$ cat src/rtl/melay_machine.sv
// Purpose : Mealy sequencer that launches sub-units A, B and C in order and pulses done at the end.
// Latency : all outputs are combinational from the current state and inputs; minimum sequence is 4 cycles.
// Backpressure: none; each wait state holds until its done input arrives, and unrelated inputs are ignored.
//
// Ports:
//   clk      - single clock, state updates on rising edge
//   reset    - asynchronous, active-high; forces IDLE and silences all outputs
//   start    - request to run the A->B->C sequence (honoured only in IDLE)
//   done_a   - completion from sub-unit A (honoured only in WAIT_A)
//   done_b   - completion from sub-unit B (honoured only in WAIT_B)
//   done_c   - completion from sub-unit C (honoured only in WAIT_C)
//   start_a  - launch pulse to A, coincident with start in IDLE
//   start_b  - launch pulse to B, coincident with done_a in WAIT_A
//   start_c  - launch pulse to C, coincident with done_b in WAIT_B
//   done     - sequence-complete pulse, coincident with done_c in WAIT_C
module melay_machine (
    input  logic clk,
    input  logic reset,
    input  logic start,
    input  logic done_a,
    input  logic done_b,
    input  logic done_c,
    output logic start_a,
    output logic start_b,
    output logic start_c,
    output logic done
);

    typedef enum logic [1:0] {
        IDLE   = 2'd0,
        WAIT_A = 2'd1,
        WAIT_B = 2'd2,
        WAIT_C = 2'd3
    } state_t;

    state_t state;
    state_t state_nxt;

    always_ff @(posedge clk or posedge reset) begin
        if (reset) begin
            state <= IDLE;
        end else begin
            state <= state_nxt;
        end
    end

    // Each state watches exactly one input; the matching output fires in the
    // same cycle and the state advances on the following edge, so a held
    // input produces only a single-cycle pulse.
    always_comb begin
        state_nxt = state;
        start_a   = 1'b0;
        start_b   = 1'b0;
        start_c   = 1'b0;
        done      = 1'b0;
        case (state)
            IDLE: begin
                if (start) begin
                    start_a   = 1'b1;
                    state_nxt = WAIT_A;
                end
            end
            WAIT_A: begin
                if (done_a) begin
                    start_b   = 1'b1;
                    state_nxt = WAIT_B;
                end
            end
            WAIT_B: begin
                if (done_b) begin
                    start_c   = 1'b1;
                    state_nxt = WAIT_C;
                end
            end
            WAIT_C: begin
                // A coincident start is dropped here; it must be seen again in IDLE.
                if (done_c) begin
                    done      = 1'b1;
                    state_nxt = IDLE;
                end
            end
            default: begin
                state_nxt = IDLE;
            end
        endcase

        // The state register clears asynchronously, but start can still be
        // high in IDLE while reset is asserted, so the outputs are gated too.
        if (reset) begin
            start_a = 1'b0;
            start_b = 1'b0;
            start_c = 1'b0;
            done    = 1'b0;
        end
    end

endmodule

$ cat config.mk
export PLATFORM = sky130hd
export DESIGN_NAME = melay_machine
export DESIGN_NICKNAME = d
export VERILOG_FILES = /design/src/rtl/melay_machine.sv
export SDC_FILE = /design/constraint.sdc
export NUM_CORES = 1
export LEC_CHECK = 0
export ABC_AREA = 1
export CORE_AREA = 3 3 40 42
export CTS_BUF_LIST = sky130_fd_sc_hd__clkbuf_4
export CTS_CLUSTER_DIAMETER = 60
export DETAILED_ROUTE_END_ITERATION = 12
export DIE_AREA = 0 0 43 45
export HOLD_SLACK_MARGIN = 0.08
export MAX_ROUTING_LAYER = met4
export PLACE_DENSITY_LB_ADDON = 0.15
export SETUP_SLACK_MARGIN = 0.5
export SYNTH_ARGS = -nofsm -noshare
export SYNTH_HDL_FRONTEND = slang
export SYNTH_SLANG_ARGS = --single-unit
$ cat constraint.sdc
create_clock -name clk -period 1.4 [get_ports clk]
set_input_delay 0.35 -clock clk [delete_from_list [all_inputs] [get_ports clk]]
set_output_delay 0.35 -clock clk [all_outputs]
set_load 0.05 [all_outputs]
==> results_dict.tcl <==
set metrics [dict create \
    io_pins 10 \
    power_leakage_nw 0.275 \
    port_buffers 9 \
    yosys_warnings 0 \
    insertion_delay_ns 0.22 \
    fin_cells 71 \
    slew_headroom_pct 88.7 \
    rsz0062_at_grt "yes" \
    clock_sinks 2 \
    syn2layout_area_growth_pct 147 \
    timing.max_cap.violations 0 \
    dr_total_vias 281 \
    viasPerCell 3.96 \
    period_needed_ns 1.58 \
    violations "negative setup slack" \
    drtIter0Drc 0 \
    reg2reg_depth 7 \
    synth_cell_types 11 \
    antenna_found_initial 0 \
    drc 0 \
    grtUsageTotal_pct 9.89 \
    die-height_um 45 \
    setup_slack_ns -0.178 \
    fin_nets 68 \
    ys_seq_area_share_pct 21.2 \
    path_max_fanout 3 \
    regToRegSetupSlack_ns 0.15 \
    critPathKind "flop to output pin" \
    period_share_pct 113 \
    critPathMaxStageDelay_ns 0.40 \
    cts_root_buf "clkbuf_4" \
    critPathArrivalTime_ns 1.23 \
    layout_common_cells "buf_4, inv_2, nand2_1, nand2_2" \
    worst_slew_pin_slew_ns 0.169 \
    rr_endpoint "state[0]$_DFFE_PP0P_" \
    die_area_um2 1940 \
    grt_max_degree 6 \
    cp.required_ns 1.05 \
    wl_per_cell_um 9.96 \
    placed_area_um2 488 \
    final_common_cell "buf_4" \
    cpMaxStageDelayCell "dfrtp_1" \
    largest_registers "state: 2 flops" \
    grt_pass1_wl_um 1280 \
    end_kind "output pin" \
    grt_pass1_vias 335 \
    powerDensity_nw_per_um2 1830 \
    dr.pass1.iters 1 \
    synth_top_area_share_pct 21.2 \
    start_util_pct 18.4 \
    status "finished with violations" \
    layout-drive-gt1-share_pct 69.6 \
    finalPower_w 0.00107 \
    r2r-start "state[1]$_DFFE_PP0P_" \
    pre_cts_slack_ns -0.233 \
    fill_cells 129 \
    timing_hold_violations_final 0 \
    hold_path_class "primary input to async pin" \
    placedCellCount 67 \
    drtAntennaViolNets 0 \
    dp_hpwl_um 494 \
    fmax_ghz 0.634 \
    syn_avg_cell_area_um2 6.76 \
    setup_viol 4 \
    ir_drop_uv 973 \
    critPathTopFamily "flip-flops" \
    die_w_um 43 \
    cts_buffers 3 \
    cp_num_buf_inv 3 \
    worst_hold_slack_ns 0.267 \
    maxSlewViolCount 0 \
    cts_tree "built" \
    largest_reg_flops 2 \
    antenna_cells 0 \
    syn_nets 45 \
    gp_congestion 0.737 \
    core-area_um2 1280 \
    std_cell_rows 13 \
    regMostFlops "state" \
    cp_cell_sequence "inv_2 > ha_4 > inv_2 > nor3_4 > buf_12" \
    post-route-cell-area_um2 583 \
    htree_levels 1 \
    syn_area_um2 236 \
    synth_top_area_cell "dfrtp_1" \
    crit_top_cell "inv_2" \
    wl_um 707 \
    synthCells 35 \
    worstSetupStartpointType "flop" \
    ys_ff_latch 2 \
    max-clock-path-buffers 2 \
    synth_area_leaders "dfrtp_1, ha_1, nand2_1" \
    clkTransAtPathRegs_ns 0.03 \
    grt.overflow.total 0 \
    skew_ns 0.000227 \
]
## metrics by stage
step           utilization [%]  setup TNS [ns]
2_1_floorplan                -          -0.209
3_3_place_gp              38.0          -0.847
3_5_place_dp              38.0          -0.865
4_1_cts                   44.2          -0.668
5_1_grt                   45.4          -0.885
6_report                  45.4          -0.652
## where the power goes
| part | internal [W] | switching (W) | total (W) |
|---|---|---|---|
| sequential | 0.0000909 | 0.0000328 | 0.000124 |
| clock | 0.0000946 | 0.0000332 | 0.000128 |
| combinational | 0.000390 | 0.000424 | 0.000813 |
| total | 0.000575 | 0.000490 | 0.00107 |
## worst reg2reg max path: cells and delay by family, from the launching register on
kind                       cells  cell delay [ns]
AOI/OAI and AO/OA              1             0.13
adders and majority gates      1             0.15
buffers and inverters          2             0.26
DFF                            1             0.40
and+or+nand+nor                3             0.18
## layer usage
metal | part of all wire (%) | up-vias | global-route usage, %
met5 | 0 | - | -
met4 | 0 | 0 | 10.2
met3 | 4.7 | 0 | 2.79
met2 | 61 | 6 | 16.5
met1 | 35 | 130 | 8.74
li1 | - | 145 | -
## repair_timing
item                                   in CTS  in global routing
setup buffers                               1                  0
pin swaps                                   7                  1
setup endpoints to repair                   6                  6
gates resized for setup                    14                  4
endpoints found under the hold margin       0                  0
hold buffers                                0                  0
## worst max-delay path by stage
stage / startpoint / slack [ns] / depth (start not counted) / to
global placement: reset / -0.23 / 4 / start_a
floorplan: state[0]$_DFFE_PP0P_ / -0.11 / 4 / start_c
global route: state[0]$_DFFE_PP0P_ / -0.25 / 5 / start_c
finish: state[1]$_DFFE_PP0P_ / -0.18 / 5 / start_a
detailed placement: reset / -0.23 / 4 / start_a
CTS: state[0]$_DFFE_PP0P_ / -0.18 / 5 / start_c
## kinds of logic (layout without fill, tap and decap cells)
group / after synthesis / after routing / synth area share [%]
AO/OA/AOI/OAI: 2 / 2 / 4.23
adder cells (fa/ha/maj): 4 / 4 / 21.2
buffers and inverters: 9 / 30 / 14.3
flip-flops: 2 / 2 / 21.2
AND/OR/NAND/NOR: 18 / 18 / 39.2
## synthesized netlist by cell type
master and n:
nor2_4 1, nor3_1 2, nor2_1 2, nand2_1 9, nand2_4 1, o21ai_1 2
inv_1 8, dfrtp_1 2, nand2_2 3, inv_2 1, ha_1 4
## cell type report
type	count	area, µm²	area share [%]
clock buffers	3	22.5	3.86
inverters	9	33.8	5.79
multi-input cells	24	256	44.0
flip-flops and latches	2	50.0	8.58
well taps	15	18.8	3.22
repair buffers	18	201	34.5
Power figures use the tool's default switching activity.
